--- config.mk ---
export PLATFORM = sky130hd
export DESIGN_NAME = i2s_rx
export DESIGN_NICKNAME = d
export VERILOG_FILES = /design/src/rtl/i2s_rx_pkg.sv /design/src/rtl/i2s_rx_sync_ff.sv /design/src/rtl/i2s_rx.sv
export SDC_FILE = /design/constraint.sdc
export NUM_CORES = 1
export LEC_CHECK = 0
export ABC_AREA = 1
export BUFFER_PORTS_ARGS = -buffer_cell sky130_fd_sc_hd__buf_2
export CAP_MARGIN = 0
export CORE_MARGIN = 3
export CORE_UTILIZATION = 60
export DETAILED_ROUTE_END_ITERATION = 6
export PLACE_DENSITY = 0.91
export REMOVE_ABC_BUFFERS = 1
export SLEW_MARGIN = 20
export SYNTH_ARGS = -nofsm -noshare
export SYNTH_HDL_FRONTEND = slang
export SYNTH_SLANG_ARGS = --single-unit
--- constraint.sdc ---
create_clock -name clk -period 4.9 [get_ports clk]
set_input_delay 0.49 -clock clk [delete_from_list [all_inputs] [get_ports clk]]
set_output_delay 0.49 -clock clk [all_outputs]
set_load 0.02 [all_outputs]
--- src/rtl/i2s_rx_pkg.sv ---
// Shared definitions for the slave-mode I2S receiver: slot polarity and lock states.
package i2s_rx_pkg;

  localparam logic I2S_LEFT  = 1'b0;
  localparam logic I2S_RIGHT = 1'b1;

  typedef enum logic [1:0] {
    LK_UNLOCKED = 2'd0,
    LK_ALIGNING = 2'd1,
    LK_LOCKED   = 2'd2
  } lock_e;

endpackage

--- src/rtl/i2s_rx_sync_ff.sv ---
// Multi-stage synchronizer for one asynchronous input bit.
module sync_ff #(
  parameter int STAGES = 2
) (
  input  logic clk,
  input  logic reset_n,
  input  logic d_i,
  output logic q_o
);

  logic [STAGES-1:0] sync_q;

  always_ff @(posedge clk or negedge reset_n) begin
    if (!reset_n) sync_q <= '0;
    else          sync_q <= {sync_q[STAGES-2:0], d_i};
  end

  assign q_o = sync_q[STAGES-1];

endmodule

--- src/rtl/i2s_rx.sv ---
// Slave-mode Philips I2S receiver: oversamples sclk/lrclk/sdata, deframes MSB-first
// slots and presents coherent left/right pairs with a strobe once framing is locked.
module i2s_rx
  import i2s_rx_pkg::*;
#(
  parameter int WIDTH       = 16,
  parameter int SYNC_STAGES = 2,
  parameter int TIMEOUT     = 1024
) (
  input  logic             clk,
  input  logic             reset_n,
  input  logic             sclk,
  input  logic             lrclk,
  input  logic             sdata,
  output logic [WIDTH-1:0] left_chan,
  output logic [WIDTH-1:0] right_chan,
  output logic             sample_valid,
  output logic             locked,
  output logic             short_err
);

  localparam int CW = $clog2(WIDTH + 1);
  localparam int IW = $clog2(TIMEOUT + 1);

  logic sclk_s, lr_s, sd_s;

  sync_ff #(.STAGES(SYNC_STAGES)) u_sync_sclk (.clk(clk), .reset_n(reset_n), .d_i(sclk),  .q_o(sclk_s));
  sync_ff #(.STAGES(SYNC_STAGES)) u_sync_lr   (.clk(clk), .reset_n(reset_n), .d_i(lrclk), .q_o(lr_s));
  sync_ff #(.STAGES(SYNC_STAGES)) u_sync_sd   (.clk(clk), .reset_n(reset_n), .d_i(sdata), .q_o(sd_s));

  logic             sclk_q;
  logic             lr_prev_q, lr_vld_q;
  logic [WIDTH-1:0] shreg_q;
  logic [CW-1:0]    bit_cnt_q;
  logic [IW-1:0]    idle_q;
  lock_e            state_q, state_d;
  logic [WIDTH-1:0] left_hold_q, right_hold_q;
  logic             left_flag_q, pair_go_q;
  logic [WIDTH-1:0] left_q, right_q;
  logic             valid_q, short_q;

  logic             rise, boundary, timeout, capture, cnt_room;
  logic [WIDTH-1:0] sh_ins, word;
  logic [CW-1:0]    cnt_ins;

  assign rise     = sclk_s & ~sclk_q;
  // lr_vld_q keeps the idle lrclk level seen at reset from faking a slot boundary
  assign boundary = rise && lr_vld_q && (lr_s != lr_prev_q);
  assign timeout  = !rise && (idle_q >= IW'(TIMEOUT - 1));

  // The boundary bit still belongs to the old slot, so fold it in before capture
  assign cnt_room = (bit_cnt_q < CW'(WIDTH));
  assign sh_ins   = cnt_room ? {shreg_q[WIDTH-2:0], sd_s} : shreg_q;
  assign cnt_ins  = cnt_room ? bit_cnt_q + 1'b1 : bit_cnt_q;
  assign word     = sh_ins << (WIDTH - 32'(cnt_ins));

  always_comb begin
    state_d = state_q;
    capture = 1'b0;
    case (state_q)
      LK_UNLOCKED: if (boundary) state_d = LK_ALIGNING;
      LK_ALIGNING: if (boundary) begin
        state_d = LK_LOCKED;
        capture = 1'b1;
      end
      LK_LOCKED:   if (boundary) capture = 1'b1;
      default:     state_d = LK_UNLOCKED;
    endcase
    if (timeout) state_d = LK_UNLOCKED;
  end

  always_ff @(posedge clk or negedge reset_n) begin
    if (!reset_n) begin
      state_q <= LK_UNLOCKED;
    end else begin
      state_q <= state_d;
    end
  end

  always_ff @(posedge clk or negedge reset_n) begin
    if (!reset_n) begin
      sclk_q       <= 1'b0;
      lr_prev_q    <= 1'b0;
      lr_vld_q     <= 1'b0;
      shreg_q      <= '0;
      bit_cnt_q    <= '0;
      idle_q       <= '0;
      left_hold_q  <= '0;
      right_hold_q <= '0;
      left_flag_q  <= 1'b0;
      pair_go_q    <= 1'b0;
      short_q      <= 1'b0;
    end else begin
      sclk_q    <= sclk_s;
      idle_q    <= rise ? '0 : ((idle_q < IW'(TIMEOUT)) ? idle_q + 1'b1 : idle_q);
      short_q   <= capture && (cnt_ins < CW'(WIDTH));
      pair_go_q <= 1'b0;
      if (rise) begin
        lr_vld_q  <= 1'b1;
        lr_prev_q <= lr_s;
        if (boundary) begin
          shreg_q   <= '0;
          bit_cnt_q <= '0;
        end else begin
          shreg_q   <= sh_ins;
          bit_cnt_q <= cnt_ins;
        end
      end
      if (capture) begin
        if (lr_prev_q == I2S_LEFT) begin
          left_hold_q <= word;
          left_flag_q <= 1'b1;
        end else begin
          right_hold_q <= word;
          if (left_flag_q && state_q == LK_LOCKED) begin
            pair_go_q   <= 1'b1;
            left_flag_q <= 1'b0;
          end
        end
      end
      if (state_d == LK_UNLOCKED) left_flag_q <= 1'b0;
    end
  end

  // Output stage: left and right move together so consumers never see a torn pair
  always_ff @(posedge clk or negedge reset_n) begin
    if (!reset_n) begin
      left_q  <= '0;
      right_q <= '0;
      valid_q <= 1'b0;
    end else begin
      valid_q <= pair_go_q && (state_q == LK_LOCKED);
      if (pair_go_q && state_q == LK_LOCKED) begin
        left_q  <= left_hold_q;
        right_q <= right_hold_q;
      end
    end
  end

  assign left_chan    = left_q;
  assign right_chan   = right_q;
  assign sample_valid = valid_q;
  assign locked       = (state_q == LK_LOCKED);
  assign short_err    = short_q;

endmodule

* Word level (Yosys, flattened, before mapping) *
Index checks and enable logic that the tools add are counted.

storage, ports and cells
  bits in registers = 111

operators by class
  shift-type cells = 1
  magnitude comparators = 4
  equal/unequal tests = 4
  multiplexer cells = 19
  bitwise operators = 3
  reduce and logical (&&, ||, !) cells = 15
  $add $sub $neg = 3

operators by type and width
  kind                     number
  $mux W16                 2
  $shl A16 B32 Y16         1
  $mux W11                 2
  $add A11 B1 Y11 const B  1
  $ge A11 B10 Y1 const B   1
  $lt A11 B11 Y1 const B   1
  $lt A5 B5 Y1 const B     2
  $mux W5                  2
  $mux W1                  9
  $logic_and A1 B1 Y1      6
  $mux W2                  3
  $pmux W2 S3              1
  $reduce_and A2 Y1        3
  $sub A5 B5 Y6 const A    1
  $add A5 B1 Y5 const B    1
  $logic_not A2 Y1         2
  $reduce_bool A2 Y1       2
  $ne A3 B1 Y1 const B     1
  $eq A2 B1 Y1 const B     1
  $eq A2 B2 Y1 const B     1
  $not A1 Y1               2
  $reduce_or A2 Y1         1
  $and A1 B1 Y1            1
  $logic_not A1 Y1         1
  $ne A1 B1 Y1             1

* Longest topological paths before layout *
Gate-level depths: netlist of run 1.

  depth in word-level cells = 10
  depth in mapped cells = 18
  depth with buffers taken out = 18

* Hierarchy *
Synthesis of run 1 repeated with hierarchy kept, for this count alone.

unflattened totals
  cells, all modules = 693
  area total of the unflattened synthesis = 5376.4 sq um

modules (own cells, without submodules)
  module   area each (sq um)  times used  cells each
  i2s_rx   5226.3             1           687
  sync_ff  50.0               3           2

* Worst setup path after synthesis of run 1 *
OpenSTA, ideal clock, no wires.

  path type = register to register
  start = register bit_cnt_q[4]
  end = register left_hold_q[13]
  period minus slack after synthesis = 2.385 ns
  buffers on the path = 3
  slack = 2.515 ns
  data required time = 4.784 ns
  data arrival time = 2.269 ns
  cell stages (with the launch flop) = 16
  cells stage by stage = dfrtp_1 -> inv_2 -> nand2_1 -> nand2_1 -> buf_2 -> buf_2 -> ha_1 -> inv_1 -> xor2_4 -> inv_1 -> clkbuf_1 -> nand2_1 -> nand3_1 -> nand2_1 -> nand2_1 -> nand2_1

on the way
  cells in the longest elaborated chain, start to end = 4

RTL lines
  what                                           RTL line                    RTL
  from (decl)                                    i2s_rx.sv:34                logic [CW-1:0] bit_cnt_q;
  from (signal assigned)                         i2s_rx.sv:106               bit_cnt_q <= cnt_ins;
  $add A5 B1 Y5 or $lt A5 B5 Y1 (tied branches)  i2s_rx.sv:54, i2s_rx.sv:52
  $mux W5                                        i2s_rx.sv:54                assign cnt_ins = cnt_room ? bit_cnt_q + 1'b1 : bit_cnt_q;
  $sub A5 B5 Y6                                  i2s_rx.sv:55                assign word = sh_ins << (WIDTH - 32'(cnt_ins));
  $shl A16 B32 Y16 (*)                           i2s_rx.sv:55
  to (signal assigned)                           i2s_rx.sv:111               left_hold_q <= word;
  to (decl)                                      i2s_rx.sv:37                logic [WIDTH-1:0] left_hold_q, right_hold_q;

Every way passes the cells marked *; elsewhere a longest branch is shown, timed or not.
A chain may end at the register's enable or synchronous reset.

* Final worst setup path of run 1 *
  start = register bit_cnt_q[4]
  end = register left_hold_q[15]

Same word-level chain as after synthesis.

==> results.py, run 1 <==
metrics = {
    "sta": {
        "finalCriticalPeriod_ns": 3.954,
        "timing.final.ws_setup_ns": 0.9461,
        "slew_headroom": 0.4202,
        "finalSetupTns_ns": 0,
        "finalSetupViolCount": 0,
        "final_max_slew_viol_count": 0,
        "fmax_mhz": 252.9,
        "worstMarginPinSlew_ns": 0.8697,
        "finalCritPeriodShare": 0.8069,
        "skew_ns": 0.01520,
        "rsz0062_at_grt": "false",
        "timing.final.hold_violations": 0,
    },
    "clocking": {
        "root_buffer": "clkbuf_8",
        "cts-htree-levels": 3,
        "cts_tree": "built",
        "clk_pin_slew_ns": 0.11,
        "holdBufCountCts": 0,
        "cts_buffers": 9,
        "post_cts_buffers": 0,
        "clockBufferDepth": 2,
        "cts_resized": 0,
        "clock_latency_ns": 0.37,
        "cts_sinks": 111,
    },
    "finish": {
        "num_antenna_cells": 0,
        "nFillCells": 675,
        "design_area_mm2": 0.005792,
        "drive_gt1_frac": 0.1065,
        "syn_to_final_growth_pct": 7.426,
        "mostFrequentLayoutCell": "nand2_1",
        "fin_nets": 712,
        "final_cell_mix": "190 x nand2_1, 111 x dfrtp_1, 109 x nand3_1",
    },
    "detailed_routing": {
        "routed_wl_mm": 11.49,
        "dr.pass1.iters": 5,
        "viasPerCell": 5.587,
        "post_drt_wl_per_cell_um": 14.21,
        "ant_nets": 0,
        "vias": 4520,
        "dr.first_iter.drc_count": 439,
        "drc": 0,
    },
    "placed_design": {
        "dpl.hpwl_mm": 8.186,
        "portBuffers": 39,
        "pre_cts_ws_ns": 1.131,
        "place.gp.congestion": 0.9218,
        "placed_area_mm2": 0.005609,
    },
    "setup_path": {
        "crit_type": "reg -> reg",
        "cp.arrival_ns": 4.21,
        "worstSetupEndpointType": "flop",
        "crit_required_ns": 5.15,
        "critPathMaxFanout": 33,
        "critPathLaunchType": "flop",
    },
    "global_routing": {
        "grt_pass1_wl_mm": 19.87,
        "gr-total-overflow": 0,
        "grt_max_degree": 72,
        "antenna_found_initial": 0,
        "first_global_vias": 4218,
        "grtUsageTotal": 0.2425,
    },
    "floorplanning": {
        "die_h_um": 100.8,
        "dieArea_mm2": 0.01016,
        "num_io_pins": 40,
        "die-width_um": 100.8,
        "start_util": 0.6370,
        "core_mm2": 0.008464,
        "rows": 33,
    },
    "synth": {
        "synth_edf_count": 0,
        "ys_top_cells_by_area": "dfrtp_1 52%, nand2_1 13%, nand3_1 10%",
        "synth_cell_types": 29,
        "yosysTopAreaCell": "dfrtp_1",
        "synth_top_area_frac": 0.5152,
        "seq_area_frac_synth": 0.5152,
        "avgSynthCellArea_um2": 7.987,
        "synth_cells": 675,
        "synth_seq_cells": 111,
        "async_flop_share": 1.000,
        "synth_area_mm2": 0.005391,
        "synth_ff_type": "dfrtp_1",
        "ys.warnings.count": 0,
    },
    "min_path": {
        "hp-class": "in -> async",
    },
    "power_and_ir_drop": {
        "powerDensity_mw_per_mm2": 487.0,
        "peakVddDrop_mv": 0.2185,
        "leakage_nw": 2.917,
    },
    "run_status": {
        "status": "finished clean",
    },
    "run": {
        "cap_violations": 0,
    },
}
state kept, by name (all words and copies together) (netlist names), 2 cells and up:
register and cells:
left_hold_q 16, u_sync_sd.sync_q 2, shreg_q 16, right_chan 16, u_sync_sclk.sync_q 2, state_q 2
right_hold_q 16, idle_q 11, left_chan 16, u_sync_lr.sync_q 2, bit_cnt_q 5
final cells by class:
class,count,area [µm²],area share
Multi-Input combinational cell,460,2190,0.3781
Clock inverter,6,45.04,0.007777
Clock buffer,10,137.6,0.02376
Timing Repair Buffer,44,235.2,0.04061
Tap cell,105,131.4,0.02268
Inverter,73,275.3,0.04753
Sequential cell,111,2778,0.4796
worst max-delay path: stages (launching register included):
cell	delay, ns
dfrtp_1	0.89
inv_2	0.19
nand2_1	0.18
nand2_1	0.42
ha_1	0.79
clkinv_1	0.58
o21ai_0	0.23
a21oi_1	0.07
a21oi_1	0.15
a21oi_1	0.09
nand2_1	0.06
nand2_1	0.07
nand2_1	0.06
nand2_1	0.05
through the flow:
stage          hold WS (ns)  power [mW]    util  std cells
4_1_cts              0.2093       2.817  0.6843        809
3_3_place_gp         0.3327       2.274  0.6627        793
5_1_grt              0.2049       3.039  0.6843        809
3_5_place_dp         0.3347       2.312  0.6627        793
2_1_floorplan        0.1944       2.003       -        644
6_report             0.2201       2.821  0.6843        809
cell usage after synthesis (2+ instances only):
library cell / number
nand2_1: 190
o21ai_0: 72
a21oi_1: 16
o22ai_1: 5
o21ai_1: 8
inv_2: 4
nand4_1: 11
dfrtp_1: 111
ha_1: 8
nand3_1: 109
nor2_2: 2
buf_2: 8
clkbuf_1: 20
inv_1: 66
nor3_1: 4
nand2_4: 2
clkinv_1: 2
nor2_1: 23
buf_6: 3
nand3_2: 2
layer usage:
| layer | part of all wire | global-route usage | routed length [µm] |
|---|---|---|---|
| met4 | 0.017 | 0.07254 | 193 |
| met2 | 0.48 | 0.3934 | 5522 |
| met3 | 0.052 | 0.03945 | 601 |
| met1 | 0.45 | 0.3370 | 5177 |
| met5 | 0 | 0 | 0 |
kinds of logic (layout without fill, tap and decap cells):
| logic type | Yosys count | after routing | share of synthesized area |
|---|---|---|---|
| AND/OR/NAND/NOR | 345 | 345 | 0.2785 |
| flip-flops | 111 | 111 | 0.5152 |
| AO/OA/AOI/OAI | 104 | 104 | 0.09933 |
| buffers and inverters | 104 | 133 | 0.07867 |
| adder cells (fa/ha/maj) | 8 | 8 | 0.01857 |
| XOR/XNOR | 3 | 3 | 0.009749 |
final timing paths:
path	start	endpoint	slack, ns	cells after the start
hold reg to reg	u_sync_sd.sync_q[0]$_DFF_PN0_	u_sync_sd.sync_q[1]$_DFF_PN0_	0.36	0
setup / recovery	bit_cnt_q[4]$_DFFE_PN0N_	left_hold_q[15]$_DFFE_PN0P_	0.95	13
max in group asynchronous	reset_n	right_chan[12]$_DFFE_PN0P_	3.65	2
min in group clk	sclk	u_sync_sclk.sync_q[0]$_DFF_PN0_	0.22	1
hold / removal	reset_n	right_chan[0]$_DFFE_PN0P_	0.22	1
setup reg to reg	bit_cnt_q[4]$_DFFE_PN0N_	left_hold_q[15]$_DFFE_PN0P_	0.95	13
where the power goes:
group          switching [mW]  internal (mW)  total [mW]
clock network           0.303          0.202       0.504
registers              0.0814           1.06        1.14
logic                   0.829          0.344        1.17
Power figures use the tool's default switching activity.
==> run 2: changes to the inputs <==
Clock period 4.9 ns to 3.8 ns, I/O delays scaled along.
==> run 2 against run 1 <==
- worst setup slack got worse by 0.13 ns
- clock-buffer cell count increased by 1
- clock power grew 34%
- utilization rose by 0.56 points
- register-to-register slack lost 0.13 ns
- critical path type unchanged
- combinational power is 32% higher
- critical path depth is 1 higher
- sequential share of layout area decreased by 0.39 points
- sequential cell count is the same
- first-iteration DRC count decreased by 31%
- largest power group unchanged
- global-route usage barely moved
==> results.py, run 2 (synthesized netlist as in run 1, its figures left out) <==
metrics = {
    "setup_path": {
        "critPathLaunchType": "flop",
        "critPathMaxFanout": 18,
        "cp.arrival_ns": 3.24,
        "cpMaxStageDelayCell": "ha_1",
        "worstSetupEndpointType": "flop",
        "r2r_slack_ns": 0.81,
        "reg2reg_to": "left_hold_q[15]$_DFFE_PN0P_",
        "cp_slowest_stage_delay_ns": 0.60,
        "crit_type": "reg -> reg",
        "path_cells": "ha_1 > inv_1 > nand2_1 > nand2_1 > ha_1 > clkinv_1 > o21ai_0 > a21oi_1 > a21oi_1 > a21oi_1 > nand2_1 > nand2_1 > nand2_1 > nand2_1",
        "crit_required_ns": 4.06,
        "rr_worst_depth": 14,
        "cpMostUsedCell": "nand2_1",
        "r2r_start": "bit_cnt_q[0]$_DFFE_PN0N_",
    },
    "global_routing": {
        "grt_max_degree": 50,
        "grtUsageTotal": 0.2430,
        "first_global_vias": 4283,
        "grt_pass1_wl_mm": 20.00,
        "antenna_found_initial": 0,
        "gr-total-overflow": 0,
    },
    "sta": {
        "holdWs_ns": 0.1058,
        "rsz0062_at_grt": "false",
        "final_max_slew_viol_count": 0,
        "slew_headroom": 0.6052,
        "timing.final.ws_setup_ns": 0.8150,
        "timing.final.hold_violations": 0,
        "finalSetupTns_ns": 0,
        "worstMarginPinSlew_ns": 0.5860,
        "skew_ns": 0.01377,
        "finalCriticalPeriod_ns": 2.985,
        "finalCritPeriodShare": 0.7855,
        "fmax_mhz": 335.0,
        "finalSetupViolCount": 0,
    },
    "detailed_routing": {
        "drc": 0,
        "post_drt_wl_per_cell_um": 14.23,
        "dr.pass1.iters": 6,
        "routed_wl_mm": 11.58,
        "viasPerCell": 5.703,
        "ant_nets": 0,
        "vias": 4642,
        "dr.first_iter.drc_count": 301,
    },
    "finish": {
        "mostFrequentLayoutCell": "nand2_1",
        "design_area_mm2": 0.005839,
        "num_antenna_cells": 0,
        "nFillCells": 670,
        "multi_input_area_mm2": 0.002190,
        "final_cell_mix": "190 x nand2_1, 111 x dfrtp_1, 109 x nand3_1",
        "syn_to_final_growth_pct": 8.308,
        "drive_gt1_frac": 0.1100,
        "fin_nets": 717,
        "ff_latch_area_mm2": 0.002778,
    },
    "power_and_ir_drop": {
        "peakVddDrop_mv": 0.3020,
        "pwr-share-comb": 0.417,
        "p_sw_frac": 0.4306,
        "leakage_nw": 2.950,
        "seqPwrFrac": 0.400,
        "power.switching_mw": 1.587,
        "clockPowerShare": 0.183,
        "powerDensity_mw_per_mm2": 631.1,
        "internal_power_mw": 2.099,
    },
    "floorplanning": {
        "start_util": 0.6370,
        "num_io_pins": 40,
        "die-width_um": 100.8,
        "die_h_um": 100.8,
        "dieArea_mm2": 0.01016,
        "core_mm2": 0.008464,
        "rows": 33,
    },
    "clocking": {
        "clk_pin_slew_ns": 0.11,
        "cts_resized": 0,
        "root_buffer": "clkbuf_8",
        "clock_latency_ns": 0.37,
        "cts_sinks": 111,
        "cts_tree": "built",
        "holdBufCountCts": 1,
        "post_cts_buffers": 0,
        "cts_buffers": 9,
        "cts-htree-levels": 3,
        "clockBufferDepth": 2,
    },
    "run_status": {
        "status": "finished clean",
    },
    "placed_design": {
        "placed_area_mm2": 0.005639,
        "portBuffers": 39,
        "place.gp.congestion": 0.9321,
        "pre_cts_ws_ns": 0.9331,
        "dpl.hpwl_mm": 8.416,
    },
    "run": {
        "cap_violations": 0,
    },
    "min_path": {
        "hold_end": "u_sync_lr.sync_q[0]$_DFF_PN0_",
        "hp-class": "in -> reg",
        "hold_start": "lrclk",
        "whs_path_depth": 1,
    },
}
[run 2: cell count changes in the layout (fill, tap and decap cells not counted)]
| cell | delta |
|---|---|
| buf_4 | +4 |
| clkinv_2 | -2 |
| clkinvlp_4 | -2 |
| clkbuf_1 | +1 |
| clkinv_4 | +1 |
| dlygate4sd3_1 | +1 |
| inv_6 | +1 |
| inv_8 | +1 |
[run 2: cell type report]
type / instances / share of cell area
timing repair buffer: 49 / 0.04714
clock buffer: 11 / 0.02421
clock inverter: 5 / 0.008357
tap: 105 / 0.02250
multi-input combinational: 460 / 0.3750
inverter: 73 / 0.04714
sequential: 111 / 0.4757
[run 2: metal layers]
layer,vias up,share of wire,GRT usage
li1,2250,-,-
met1,2191,0.43,0.3342
met5,-,0,0
met4,0,0.020,0.07979
met2,177,0.49,0.3939
met3,24,0.061,0.04014
[run 2: power groups by stage]
stage | sequential [mW] | combinational, mW | clock [mW]
6_report | 1.47 | 1.54 | 0.675
4_1_cts | 1.47 | 1.51 | 0.690
5_1_grt | 1.50 | 1.73 | 0.743
2_1_floorplan | 1.48 | 1.10 | 0
3_5_place_dp | 1.49 | 1.50 | 0
3_3_place_gp | 1.48 | 1.46 | 0
[run 2: per-stage QoR]
stage	power, mW	util	instances
2_1_floorplan	2.583	-	644
3_3_place_gp	2.944	0.6662	797
3_5_place_dp	2.998	0.6662	797
4_1_cts	3.674	0.6899	814
5_1_grt	3.969	0.6899	814
6_report	3.685	0.6899	814
[run 2: worst max-delay path, delay by kind of cell (launching register included)]
kind | cells | cell delay (ns)
flip-flops | 1 | 0.42
buffers and inverters | 2 | 0.61
adder cells (fa/ha/maj) | 2 | 0.89
AO/OA/AOI/OAI | 4 | 0.51
AND/OR/NAND/NOR | 6 | 0.43
[run 2: worst max path at each step]
stage,start,endpoint,slack [ns],cells after the start
2_1_floorplan,sclk_q$_DFF_PN0_,right_hold_q[0]$_DFFE_PN0P_,0.66,8
3_3_place_gp,bit_cnt_q[0]$_DFFE_PN0N_,right_hold_q[15]$_DFFE_PN0P_,1.04,14
3_5_place_dp,bit_cnt_q[1]$_DFFE_PN0N_,left_hold_q[15]$_DFFE_PN0P_,0.93,14
4_1_cts,bit_cnt_q[0]$_DFFE_PN0N_,left_hold_q[15]$_DFFE_PN0P_,0.88,14
5_1_grt,bit_cnt_q[0]$_DFFE_PN0N_,left_hold_q[15]$_DFFE_PN0P_,0.49,14
6_report,bit_cnt_q[0]$_DFFE_PN0N_,left_hold_q[15]$_DFFE_PN0P_,0.81,14
==> run 3: changes to the inputs <==
Settings changed: CORE_UTILIZATION 60 to 54, PLACE_DENSITY 0.91 to 0.87.
Clock period 3.8 ns to 2.4 ns, I/O delays scaled along.
==> run 3 against run 2 <==
- cell count increased by 4.7%
- design area increased by 4.3%
- register-to-register slack got worse by 0.73 ns
==> results.py, run 3 (synthesized netlist as in run 1, its figures left out) <==
metrics = {
    "run_status": {
        "status": "finished clean",
    },
    "setup_path": {
        "critPathLaunchType": "flop",
        "rr_worst_depth": 11,
        "r2r_start": "bit_cnt_q[0]$_DFFE_PN0N_",
        "cpMaxStageDelayCell": "dfrtp_1",
        "crit_required_ns": 2.71,
        "critPathMaxFanout": 14,
        "crit_type": "reg -> reg",
        "worstSetupEndpointType": "flop",
        "r2r_slack_ns": 0.08,
        "cp.arrival_ns": 2.63,
        "reg2reg_to": "right_hold_q[1]$_DFFE_PN0P_",
        "worstSetupStartpoint": "bit_cnt_q[0]$_DFFE_PN0N_",
        "cpMostUsedCell": "nand2_1",
        "cp_slowest_stage_delay_ns": 0.41,
        "crit_buf_inv": 2,
        "path_delay_family": "simple AND/OR/NAND/NOR gates",
        "path_cells": "ha_1 > inv_1 > nand2_1 > nand2_2 > ha_4 > nand3_1 > xor2_2 > nand2_1 > inv_2 > nand4_1 > o21ai_0",
    },
    "floorplanning": {
        "die_h_um": 105.9,
        "start_util": 0.5700,
        "die-width_um": 105.9,
        "core_mm2": 0.009459,
        "rows": 35,
        "num_io_pins": 40,
        "dieArea_mm2": 0.01122,
    },
    "detailed_routing": {
        "dr.first_iter.drc_count": 428,
        "drc": 0,
        "vias": 4743,
        "dr.pass1.iters": 5,
        "post_drt_wl_per_cell_um": 13.98,
        "routed_wl_mm": 11.91,
        "viasPerCell": 5.567,
        "ant_nets": 0,
    },
    "finish": {
        "multi_input_area_mm2": 0.002225,
        "ff_latch_area_mm2": 0.002778,
        "final_cell_mix": "189 x nand2_1, 111 x dfrtp_1, 109 x nand3_1",
        "fin_cells": 852,
        "num_antenna_cells": 0,
        "fin_nets": 731,
        "syn_to_final_growth_pct": 13.02,
        "mostFrequentLayoutCell": "nand2_1",
        "drive_gt1_frac": 0.1355,
        "nFillCells": 791,
        "design_area_mm2": 0.006093,
    },
    "global_routing": {
        "first_global_vias": 4380,
        "grt_pass1_wl_mm": 20.20,
        "gr-total-overflow": 0,
        "grt_max_degree": 52,
        "antenna_found_initial": 0,
        "grtUsageTotal": 0.2188,
    },
    "sta": {
        "finalCritPeriodShare": 0.9647,
        "skew_ns": 0.01795,
        "timing.final.hold_violations": 0,
        "fmax_mhz": 431.9,
        "slew_headroom": 0.5839,
        "final_max_slew_viol_count": 0,
        "finalSetupViolCount": 0,
        "worstMarginPinSlew_ns": 0.6242,
        "finalCriticalPeriod_ns": 2.315,
        "finalSetupTns_ns": 0,
    },
    "placed_design": {
        "placed_area_mm2": 0.005732,
        "portBuffers": 39,
        "placed_cells": 826,
        "dpl.hpwl_mm": 8.421,
        "place.gp.congestion": 0.9498,
    },
    "power_and_ir_drop": {
        "leakage_nw": 3.030,
        "powerDensity_mw_per_mm2": 1045,
        "peakVddDrop_mv": 0.5279,
    },
    "clocking": {
        "clock_latency_ns": 0.39,
        "cts-htree-levels": 3,
        "cts_buffers": 9,
        "cts_sinks": 111,
        "clockBufferDepth": 2,
        "clk_pin_slew_ns": 0.12,
        "cts_tree": "built",
        "root_buffer": "clkbuf_8",
    },
    "min_path": {
        "hold_start": "u_sync_lr.sync_q[0]$_DFF_PN0_",
        "hold_end": "u_sync_lr.sync_q[1]$_DFF_PN0_",
        "whs_path_depth": 0,
        "hp-class": "reg -> reg",
    },
    "run": {
        "cap_violations": 0,
    },
}
## run 3: layer usage
metal  part of all wire  routed length, µm  vias to the layer above  track usage
li1                   -                  -                     2281            -
met1               0.44               5293                     2257       0.3038
met5                  0                  0                        -            0
met2               0.47               5622                      173       0.3474
met3              0.058                688                       32      0.03886
met4              0.026                308                        0      0.07956
## run 3: final cells by class
cell class | instances | share of cell area
clock buffers | 9 | 0.02033
clock inverters | 7 | 0.01745
inverters | 73 | 0.04641
multi-input cells | 460 | 0.3651
flip-flops and latches | 111 | 0.4559
well taps | 129 | 0.02649
repair buffers | 63 | 0.06838
## run 3: repair_timing
action | in CTS | in global routing
setup buffers | 0 | 6
hold endpoints to repair | 52 | 0
hold buffers | 4 | 0
resized for setup | 0 | 10
endpoints found under the setup margin | 0 | 23
## run 3: worst reg2reg max path, stage by stage (launching register included)
cell and delay, ns:
dfrtp_1 0.41, ha_1 0.30, inv_1 0.05, nand2_1 0.07, nand2_2 0.13, ha_4 0.17
nand3_1 0.11, xor2_2 0.24, nand2_1 0.14, inv_2 0.21, nand4_1 0.21, o21ai_0 0.22
## run 3: through the flow
| step | util | total power, mW | hold WS, ns | setup WS (ns) |
|---|---|---|---|---|
| detailed placement | 0.6060 | 4.848 | 0.2950 | 0.1096 |
| CTS | 0.6345 | 6.075 | 0.3483 | 0.08607 |
| global route | 0.6442 | 6.816 | 0.3494 | -0.01963 |
| global placement | 0.6060 | 4.781 | 0.2843 | 0.1276 |
| finish | 0.6442 | 6.365 | 0.3418 | 0.08468 |
| floorplan | - | 4.090 | -0.05559 | -0.7372 |
## run 3: how the worst max path moves through the flow
stage | endpoint | slack [ns] | cells past startpoint
floorplan | right_hold_q[0]$_DFFE_PN0P_ | -0.74 | 8
global placement | right_hold_q[15]$_DFFE_PN0P_ | 0.13 | 14
detailed placement | right_hold_q[15]$_DFFE_PN0P_ | 0.11 | 14
CTS | right_hold_q[15]$_DFFE_PN0P_ | 0.09 | 14
global route | right_hold_q[8]$_DFFE_PN0P_ | -0.02 | 14
finish | right_hold_q[1]$_DFFE_PN0P_ | 0.08 | 11
## run 3: power breakdown
group	internal, mW	leakage (nW)	switching (mW)
combinational	0.988	1.43	1.82
sequential	2.17	1.50	0.164
clock	0.517	0.110	0.712
